### src/rtl/avg_stream.sv
// avg_stream: average of each window of 2**LOG2N signed samples, with valid/ready handshakes on both sides.
// Define AVG_ROUND_EN to round half-up instead of flooring.
module avg_stream #(
    parameter int DATAWIDTH = 16,
    parameter int LOG2N     = 3
) (
    input  logic                        clk,
    input  logic                        rst,
    input  logic                        clr,
    input  logic signed [DATAWIDTH-1:0] in_data,
    input  logic                        in_valid,
    output logic                        in_ready,
    output logic signed [DATAWIDTH-1:0] avg,
    output logic                        out_valid,
    input  logic                        out_ready
);
    localparam int AW = DATAWIDTH + LOG2N;
    localparam int CW = (LOG2N > 0) ? LOG2N : 1;
    localparam logic [CW-1:0] LAST = CW'((1 << LOG2N) - 1);
    localparam int RND = (1 << LOG2N) >> 1;

    typedef enum logic {ACC, HOLD} state_t;

    state_t                      state_q;
    logic signed [AW-1:0]        acc_q;
    logic signed [AW-1:0]        sum_d;
    logic [CW-1:0]               cnt_q;
    logic signed [DATAWIDTH-1:0] avg_q;
    logic signed [DATAWIDTH-1:0] avg_d;

    assign sum_d = acc_q + AW'(in_data);
`ifdef AVG_ROUND_EN
    // One extra bit so the rounding term cannot overflow a full-scale window.
    assign avg_d = DATAWIDTH'(($signed({sum_d[AW-1], sum_d}) + $signed((AW+1)'(RND))) >>> LOG2N);
`else
    assign avg_d = DATAWIDTH'(sum_d >>> LOG2N);
`endif

    always_ff @(posedge clk or posedge rst) begin
        if (rst) begin
            state_q <= ACC;
            acc_q   <= '0;
            cnt_q   <= '0;
            avg_q   <= '0;
        end else if (clr) begin
            state_q <= ACC;
            acc_q   <= '0;
            cnt_q   <= '0;
        end else if (state_q == ACC) begin
            if (in_valid) begin
                if (cnt_q == LAST) begin
                    avg_q   <= avg_d;
                    acc_q   <= '0;
                    cnt_q   <= '0;
                    state_q <= HOLD;
                end else begin
                    acc_q <= sum_d;
                    cnt_q <= cnt_q + 1'b1;
                end
            end
        end else if (out_ready) begin
            state_q <= ACC;
        end
    end

    assign in_ready  = (state_q == ACC);
    assign out_valid = (state_q == HOLD);
    assign avg       = avg_q;
endmodule

### config.mk
export PLATFORM = sky130hd
export DESIGN_NAME = avg_stream
export DESIGN_NICKNAME = d
export VERILOG_FILES = /design/src/rtl/avg_stream.sv
export SDC_FILE = /design/constraint.sdc
export NUM_CORES = 1
export LEC_CHECK = 0
export CAP_MARGIN = 20
export CORE_MARGIN = 1.5
export CORE_UTILIZATION = 53
export DETAILED_ROUTE_END_ITERATION = 12
export DONT_BUFFER_PORTS = 1
export PLACE_DENSITY = 0.68
export SETUP_SLACK_MARGIN = 0.2
export SYNTH_ARGS = -nofsm -noshare
export SYNTH_HDL_FRONTEND = slang
export SYNTH_SLANG_ARGS = --single-unit
### constraint.sdc
create_clock -name clk -period 2.88 [get_ports clk]
set_input_delay 0.432 -clock clk [delete_from_list [all_inputs] [get_ports clk]]
set_output_delay 0.432 -clock clk [all_outputs]
set_load 0.005 [all_outputs]
==> metrics, run 1 <==
post-synthesis register bit count 39; pre-CTS setup slack 0.316 ns; maximum operating frequency approximately 400 MHz; CTS tree yes; crit-path max FO 5; main combinational cell family by area after synthesis compound AO/OA/AOI/OAI gates; Max Clock Skew between 0.005 and 0.006 ns; Synth Area in Compound Gates 22.8%; Comb power frac approximately a third; CP peak stage delay 0.40 ns; # IOs 39; status finished, violations left; Sw Share 31.7%; RSZ-0062 raised after global routing false; # nets final ~290; worst min path class input pin to asynchronous set/reset pin; Worst path top cell family by delay compound AO/OA/AOI/OAI gates; Vias/cell 6.32; part of the Yosys area used for sequential elements ~39%; DP HPWL 3880 um; final hold violations 0; core region area 0.00444 mm2; post-synthesis mux area share 5.37%; GR Util All Layers 22.5%; xor and xnor area share after synthesis between 5 and 6%; clock latency on the worst-skew pair 0.29 ns; Post-Synth Simple-Gate Area 14.0%; initial DRC count just under 80; synth-to-layout area growth 7.53%; actual slew at the worst max-slew pin 0.855 ns; Worst EP required 3.06 ns; H-tree Lvls 2; crit-path cells ha_1 > fa_1 > a21o_1 > a221oi_4 > o21a_1 > o21ai_0 > xor2_1 > mux2_2; Sink Count 39; ys async rst share 100%; Cell Area, Placed ~0.0025 mm2; CTS Buf Count 5; Syn Area/Cell 10.0 um2; DIE WIDTH 71.6 um; failing checks design-rule violations; Root Buffer Master clkbuf_8; Clk pwr share 31.2%; final core utilization 60.3%; maximum vdd drop 378 uV; initial antenna violation count 0; Leakage Power between 1 and 1.5 nW; setup_tns 0 ns; largest cells by area after synthesis dfrtp_1 (39%), ha_1 (10%), mux2_2 (5.0%); Max-slew headroom between 40% and 50%; CP arrival 2.67 ns; CP Class flop to flop; yosys warns 0; Reg power frac 36.5%; net switching power figure between 0.0005 and 0.0006 W; Yosys top cell by area dfrtp_1; DR WL/cell between 15 and 20 um; Final min period around 2.5 ns; Antenna diodes 0; Overflow after GRT 0; largest net degree at the start of global routing 27; Int Power 0.00117 W; vias in the first global route 1913; DRT Pass-1 Iters 10; Vias 1897; Initial Util a little under three fifths; cts hold-fix bufs 0; Routed Antenna Nets 0; final setup fails 0; PwrDens 641 mW/mm2; floorplan row count 24; Post-route DRC 1; type of origin of the critical path flop; Die Ht slightly above 70 um; clock slew seen by the registers of the worst setup and hold paths 0.07 ns; Post-Synth Adder-Cell Area 10.8%; max-slew violations 0; setup ws final about 0.38 ns; first-pass GRT wire length 8960 um; routability cong. 0.858; Crit. End Element flop; CP max-delay cell fa_1; Total Wirelength ~5200 um; area share of the largest cell type after synthesis between 30% and 40%; Synth cell types 45; Cell Area, Synth 0.00249 mm2; Critical path buffers and inverters 0; synthesized netlist cell count 248; Max clock buf depth 2; Synth Flop Type dfrtp_1; period utilisation layout 86.7%; Max-cap violations 0; Post-CTS Repair Setup Buffers 0; PortBufs 0; Finished Cell Area ~0.0027 mm2; post_cts resized 0; fraction of layout cells with a size suffix above 1 11.3%; die area 0.00512 mm2; Post-synth EDFFs 0; syn_nets 290
[final cells by class]
cell class	count	area [um2]
Clock buffer	6	72.6
Clock inverter	2	60.1
Fill cell	392	1760
Inverter	5	18.8
Multi-Input combinational cell	192	1460
Sequential cell	39	976
Tap cell	52	65.1
Timing Repair Buffer	4	30.0
[cells in the mapped netlist, types with 4 or more instances]
cell	count
inv_1	5
clkbuf_1	11
mux2_2	11
o31ai_1	4
ha_1	20
nand4_1	7
nand2_1	21
xnor2_1	12
a21oi_1	17
and3_1	5
nand3_1	6
dfrtp_1	39
nor2_1	9
o21ai_0	14
a22o_1	14
a21o_1	8
[placed cells by master, fill, tap and decap left out, types with 4 or more instances in the layout]
cell type	n
nand3_1	6
o21ai_0	14
a21o_1	8
dfrtp_1	39
and3_1	5
buf_4	4
nand4_1	7
o31ai_1	4
nor2_1	9
a21oi_1	17
mux2_2	11
a22o_1	14
clkbuf_8	5
ha_1	20
xnor2_1	12
nand2_1	21
inv_1	5
[path summary, 6_finish.rpt]
kind,slack [ns],start,cells past startpoint,to
worst max register to register,0.38,acc_q[0]$_DFFE_PP0P_,8,avg[9]$_DFFE_PP0P_
worst max-delay path,0.38,acc_q[0]$_DFFE_PP0P_,8,avg[9]$_DFFE_PP0P_
worst min-delay path,0.08,rst,1,acc_q[18]$_DFFE_PP0P_
worst min register to register,0.50,acc_q[2]$_DFFE_PP0P_,2,acc_q[2]$_DFFE_PP0P_
min in group clk,0.20,clr,1,cnt_q[2]$_DFFE_PP0P_
max in group asynchronous,2.04,rst,2,acc_q[7]$_DFFE_PP0P_
[registers in the layout, indices dropped and copies added, names as in the netlist]
name,flops
acc_q,19
avg,16
cnt_q,3
out_valid,1
[layer usage]
metal / GRT usage [%] / vias to the layer above / wire (um)
met2: 34.0 / 53 / 2290
met5: 0 / - / 0
li1: - / 927 / -
met4: 7.76 / 0 / 92
met3: 6.89 / 10 / 341
met1: 31.0 / 907 / 2480
[metrics by stage]
step / std cells / total power (W) / hold WS, ns
after floorplan: 248 / 0.00108 / 0.454
after global placement: 292 / 0.00119 / 0.412
after detailed placement: 292 / 0.00119 / 0.424
after CTS: 300 / 0.00173 / 0.106
after global routing: 300 / 0.00183 / 0.118
final: 300 / 0.00172 / 0.0813
[kinds of logic (layout without fill, tap and decap cells)]
kind of cell | Yosys count | count (layout)
flip-flops | 39 | 39
AND/OR/NAND/NOR | 64 | 64
multiplexers | 12 | 12
buffers and inverters | 17 | 17
AO/OA/AOI/OAI | 80 | 80
XOR/XNOR | 15 | 15
adder cells (fa/ha/maj) | 21 | 21
[power groups by stage]
stage,Clock (W),Combinational [W],Sequential [W]
2_1_floorplan,0,0.000453,0.000631
3_3_place_gp,0,0.000550,0.000637
3_5_place_dp,0,0.000551,0.000638
4_1_cts,0.000550,0.000555,0.000628
5_1_grt,0.000568,0.000622,0.000635
6_report,0.000535,0.000555,0.000628
(Power assumes the default switching activity.)
==> inputs of run 2 (changes only) <==
CORE_UTILIZATION = 46   (was 53)
PLACE_DENSITY = default   (was 0.68)
==> run 2 against run 1 <==
Against the previous run:
- the flow now finishes without violations
- clock power is 10% lower
- sequential cell count did not move
- sequential share of layout area decreased by 0.10 points
- clock skew up 0.0025 ns
- clock-buffer cell count stayed put
- critical endpoint is now acc_q[18]$_DFFE_PP0P_
- largest power group unchanged
- highest routed layer unchanged
==> metrics, run 2 (synthesis results as in run 1) <==
r2r endpoint acc_q[18]$_DFFE_PP0P_; maximum vdd drop 278 uV (-26%); Die Ht 76.6 um (+7.0%); r2r startpoint acc_q[0]$_DFFE_PP0P_; H-tree Lvls 2 (unchanged); most common cell after layout, fill and taps aside dfrtp_1; PortBufs 0 (unchanged); Fillers 474 (+21%); final std cells w/o fill 318 (+6.0%); Vias/cell 5.97 (-5.5%); initial antenna violation count 0 (unchanged); initial DRC count 57 (-28%); period utilisation layout 88.3% (+1.7 points); Max-cap violations 0 (unchanged); worst min path class input pin to asynchronous set/reset pin; Root Buffer Master clkbuf_8; clock slew seen by the registers of the worst setup and hold paths 0.08 ns (about the same); cells on worst reg2reg path 8 (unchanged); CP arrival 2.77 ns (+0.10 ns); Total Wirelength 5240 um (+0.62%); Post-route DRC 0 (-1); max layer used met4; Biggest register acc_q; CTS Buf Count 5 (unchanged); DP HPWL 3930 um (+1.2%); Comb power frac 33.4% (+1.1 points); hold_ws 0.122 ns (+0.0403 ns); Leakage Power 1.30 nW (-0.32%); CP Class flop to flop; Max-slew headroom 53.2% (+10 points); r2r setup slk 0.34 ns (-0.05 ns); GR Util All Layers 19.8% (-2.8 points); # nets final 289 (unchanged); Tot Pwr 0.00166 W (-3.2%); post_cts resized 0 (unchanged); final hold violations 0 (unchanged); DP Cell Count 310 (+6.2%); fraction of layout cells with a size suffix above 1 11.7% (+0.40 points); die area 0.00587 mm2 (+15%); final core utilization 52.0% (-8.3 points); Final min period 2.54 ns (+0.0480 ns); Initial Util 48.2% (-7.9 points); max reg flops 19 (unchanged); Antenna diodes 0 (unchanged); actual slew at the worst max-slew pin 0.701 ns (-0.154 ns); met2 routed WL 2250 um (-2.1%); final setup fails 0 (unchanged); synth-to-layout area growth 7.83%; met1 WL 2600 um (+5.2%); Post-CTS Repair Setup Buffers 0 (unchanged); Clk pwr share 28.8% (-2.4 points); crit-path max FO 5 (unchanged); # IOs 39 (unchanged); max-slew violations 0 (unchanged); Sink Count 39 (unchanged); type of origin of the critical path flop; maximum operating frequency 393 MHz (-1.9%); Worst EP required 3.10 ns (+0.04 ns); vias in the first global route 1817 (-5.0%); DR WL/cell 16.5 um (-5.1%); Crit. End Element flop; Max clock buf depth 2 (unchanged); Overflow after GRT 0 (unchanged); Int Power 0.00111 W (-5.6%); routability cong. 0.862 (+0.43%); commonest non-fill, non-tap cells in the layout dfrtp_1 (39), nand2_1 (21), ha_1 (20), a21oi_1 (17); RSZ-0062 raised after global routing true; DRT Pass-1 Iters 4 (-6); Reg power frac 37.8% (+1.3 points); Sw Share 33.4% (+1.7 points); largest net degree at the start of global routing 22 (-19%); floorplan row count 26 (+8.3%); first-pass GRT wire length 9160 um (+2.2%); Vias 1900 (+0.16%); Max Clock Skew 0.00829 ns (+0.00248 ns); CTS tree yes; met3 WL 319 um (-6.5%); setup_tns 0 ns (unchanged); core region area 0.00517 mm2 (+16%); Routed Antenna Nets 0 (unchanged); clock latency on the worst-skew pair 0.30 ns (about the same); DIE WIDTH 76.6 um (+7.0%); net switching power figure 0.000556 W (+2.1%); PwrDens 619 mW/mm2 (-3.4%); cts hold-fix bufs 0 (unchanged); status completed
run 2: worst max-delay path by stage:
stage / from / end / slack (ns) / depth (start not counted)
after floorplan: in_data[0] / acc_q[18]$_DFFE_PP0P_ / 0.49 / 8
after global placement: in_data[0] / acc_q[18]$_DFFE_PP0P_ / 0.35 / 8
after detailed placement: in_data[0] / acc_q[18]$_DFFE_PP0P_ / 0.29 / 8
after CTS: acc_q[0]$_DFFE_PP0P_ / acc_q[18]$_DFFE_PP0P_ / 0.34 / 8
after global routing: acc_q[0]$_DFFE_PP0P_ / acc_q[18]$_DFFE_PP0P_ / 0.17 / 8
final: acc_q[0]$_DFFE_PP0P_ / acc_q[18]$_DFFE_PP0P_ / 0.34 / 8
run 2: critical path: stages, from the launching register on:
cell       delay [ns]
dfrtp_1          0.38
ha_1             0.21
fa_1             0.41
a21o_1           0.21
a221oi_4         0.35
o21ai_1          0.18
a2111oi_2        0.45
o22ai_1          0.14
o21ai_1          0.13
run 2: power by group through the flow:
| stage | clock network, W | registers, W | logic [W] |
|---|---|---|---|
| 6_report | 0.000480 | 0.000629 | 0.000555 |
| 5_1_grt | 0.000518 | 0.000634 | 0.000630 |
| 4_1_cts | 0.000494 | 0.000628 | 0.000557 |
| 3_5_place_dp | 0 | 0.000638 | 0.000553 |
| 3_3_place_gp | 0 | 0.000638 | 0.000551 |
| 2_1_floorplan | 0 | 0.000631 | 0.000453 |
run 2: layer usage:
metal	global-route usage, %	up-vias
met5	0	-
met4	5.56	0
met3	6.23	6
met2	28.7	51
met1	28.1	909
li1	-	934
run 2: final cells by class:
cell class / count / area, um2 / area share (%)
well taps: 70 / 87.6 / 3.26
inverters: 5 / 18.8 / 0.698
clock buffers: 6 / 82.6 / 3.07
flip-flops and latches: 39 / 976 / 36.3
clock inverters: 2 / 35.0 / 1.30
multi-input cells: 192 / 1460 / 54.2
repair buffers: 4 / 30.0 / 1.12
run 2: metrics by stage:
stage          instance area, um2  setup slack [ns]
5_1_grt                      2690             0.170
4_1_cts                      2690             0.343
3_3_place_gp                 2570             0.345
3_5_place_dp                 2570             0.295
2_1_floorplan                2490             0.495
6_report                     2690             0.336
==> inputs of run 3 (changes only) <==
--- a/config.mk
+++ b/config.mk
@@ -12,2 +12,3 @@
 export DONT_BUFFER_PORTS = 1
+export REMOVE_ABC_BUFFERS = 1
 export SETUP_SLACK_MARGIN = 0.2
==> constraint.sdc (replaced) <==
create_clock -name clk -period 2.88 [get_ports clk]
set_input_delay 0.576 -clock clk [delete_from_list [all_inputs] [get_ports clk]]
set_output_delay 0.576 -clock clk [all_outputs]
set_load 0.005 [all_outputs]
==> run 3 against run 2 <==
Against the previous run:
- die area unchanged
- setup slack better by 0.062 ns
- design area up 1.7%
- maximum frequency up 2.5%
==> metrics, run 3 (synthesis results as in run 1) <==
status completed; r2r endpoint avg[9]$_DFFE_PP0P_; DRT Pass-1 Iters 4 (unchanged); core region area 0.00517 mm2 (unchanged); Vias/cell 5.79 (-3.1%); Vias 1853 (-2.5%); first-pass GRT wire length 8880 um (-3.1%); Sink Count 39 (unchanged); most common cell after layout, fill and taps aside dfrtp_1; Sequential Area 976 um2 (unchanged); Worst EP required 3.06 ns (-0.04 ns); Comb power frac 32.4% (-1.0 points); CTS Buf Count 5 (unchanged); Total Wirelength 5240 um (about the same); initial DRC count 117 (+110%); max-slew violations 0 (unchanged); die area 0.00587 mm2 (unchanged); CP arrival 2.66 ns (-0.11 ns); floorplan row count 26 (unchanged); vias in the first global route 1835 (+0.99%); Fillers 476 (+0.42%); Die Ht 76.6 um (unchanged); r2r setup slk 0.40 ns (+0.06 ns); Final min period 2.48 ns (-0.0615 ns); setup_tns 0 ns (unchanged); H-tree Lvls 2 (unchanged); PortBufs 0 (unchanged); Antenna diodes 0 (unchanged); period utilisation layout 86.2% (-2.1 points); Post-route DRC 0 (unchanged); Max-slew headroom 50.8% (-2.4 points); worst min path class input pin to asynchronous set/reset pin; Sw Share 32.1% (-1.2 points); actual slew at the worst max-slew pin 0.731 ns (+0.0293 ns); Root Buffer Master clkbuf_8; crit-path cells ha_1 > fa_1 > a21o_1 > a221oi_4 > o21a_1 > o21ai_0 > xor2_1 > mux2_2; RSZ-0062 raised after global routing false; CP max-delay cell fa_1; maximum operating frequency 403 MHz (+2.5%); crit-path max FO 5 (unchanged); Leakage Power 1.31 nW (+1.1%); maximum vdd drop 305 uV (+9.5%); Crit. End Element flop; DP HPWL 3840 um (-2.2%); largest net degree at the start of global routing 40 (+82%); synth-to-layout area growth 9.69%; Routed Antenna Nets 0 (unchanged); max reg flops 19 (unchanged); initial antenna violation count 0 (unchanged); GR Util All Layers 19.1% (-0.63 points); Reg power frac 36.1% (-1.7 points); # nets final 291 (+0.69%); cells on worst reg2reg path 8 (unchanged); Biggest register acc_q; commonest non-fill, non-tap cells in the layout dfrtp_1 (39), nand2_1 (21), ha_1 (20), a21oi_1 (17); type of origin of the critical path flop; CP peak stage delay 0.40 ns (-0.05 ns); PwrDens 636 mW/mm2 (+2.8%); routability cong. 0.852 (-1.1%); Max Clock Skew 0.0112 ns (+0.00295 ns); Initial Util 48.2% (unchanged); CTS tree yes; clock latency on the worst-skew pair 0.30 ns (about the same); clock slew seen by the registers of the worst setup and hold paths 0.09 ns (about the same); net switching power figure 0.000559 W (+0.67%); r2r startpoint acc_q[0]$_DFFE_PP0P_; CP Class flop to flop; DIE WIDTH 76.6 um (unchanged); DP Cell Count 312 (+0.65%); final setup fails 0 (unchanged); final hold violations 0 (unchanged); Max clock buf depth 2 (unchanged); Max-cap violations 0 (unchanged); Int Power 0.00118 W (+6.5%); Overflow after GRT 0 (unchanged); fraction of layout cells with a size suffix above 1 12.4% (+0.71 points); cts hold-fix bufs 0 (unchanged); # IOs 39 (unchanged); DR WL/cell 16.4 um (-0.59%); Multi-input gate area 0.00147 mm2 (+0.86%); Clk pwr share 31.5% (+2.7 points); final std cells w/o fill 320 (+0.63%)
==> run 3: critical path, delay by kind of cell (launching register included) <==
kind                     cells  cell delay [ns]
XOR/XNOR                     1             0.18
AO/OA/AOI/OAI                4             0.92
adder cells (fa/ha/maj)      2             0.61
flip-flops                   1             0.39
multiplexers                 1             0.27
==> run 3: what timing repair did <==
item / CTS / global route
buffers inserted: 0 / 0
gates resized for setup: 0 / 1
hold endpoints to repair: 0 / 0
setup endpoints to repair: 0 / 1
==> run 3: area by class of cell <==
type	instances	share of cell area, %
clock buffer	5	2.52
clock inverter	3	2.47
inverter	5	0.686
multi-input combinational	192	53.8
sequential	39	35.7
tap	70	3.20
timing repair buffer	6	1.65
==> run 3: layer usage <==
layer / GRT usage, % / part of all wire, % / vias to the layer above
li1: - / - / 929
met1: 24.6 / 48 / 883
met2: 31.6 / 46 / 35
met3: 4.67 / 4.6 / 6
met4: 6.11 / 1.3 / 0
met5: 0 / 0 / -
==> run 3: worst max path at each step <==
stage / start / to
detailed placement: in_data[0] / acc_q[18]$_DFFE_PP0P_
global route: acc_q[0]$_DFFE_PP0P_ / avg[9]$_DFFE_PP0P_
floorplan: in_data[0] / acc_q[18]$_DFFE_PP0P_
global placement: in_data[0] / avg[9]$_DFFE_PP0P_
CTS: acc_q[0]$_DFFE_PP0P_ / avg[9]$_DFFE_PP0P_
finish: acc_q[0]$_DFFE_PP0P_ / avg[9]$_DFFE_PP0P_
==> run 3: stage by stage <==
step / hold slack (ns) / utilization, % / setup WS, ns / cell area (um2) / power, W
floorplan: 0.454 / - / 0.351 / 2450 / 0.00108
global placement: 0.469 / 50.0 / 0.227 / 2580 / 0.00119
detailed placement: 0.479 / 50.0 / 0.180 / 2580 / 0.00120
CTS: 0.290 / 52.6 / 0.368 / 2720 / 0.00176
global route: 0.329 / 52.9 / 0.213 / 2730 / 0.00186
finish: 0.277 / 52.9 / 0.397 / 2730 / 0.00174
==> run 3: power by group through the flow <==
| stage | Clock (W) | Sequential [W] | Combinational, W |
|---|---|---|---|
| 3_3_place_gp | 0 | 0.000637 | 0.000555 |
| 2_1_floorplan | 0 | 0.000631 | 0.000450 |
| 4_1_cts | 0.000567 | 0.000628 | 0.000561 |
| 5_1_grt | 0.000589 | 0.000635 | 0.000636 |
| 3_5_place_dp | 0 | 0.000639 | 0.000556 |
| 6_report | 0.000549 | 0.000628 | 0.000564 |
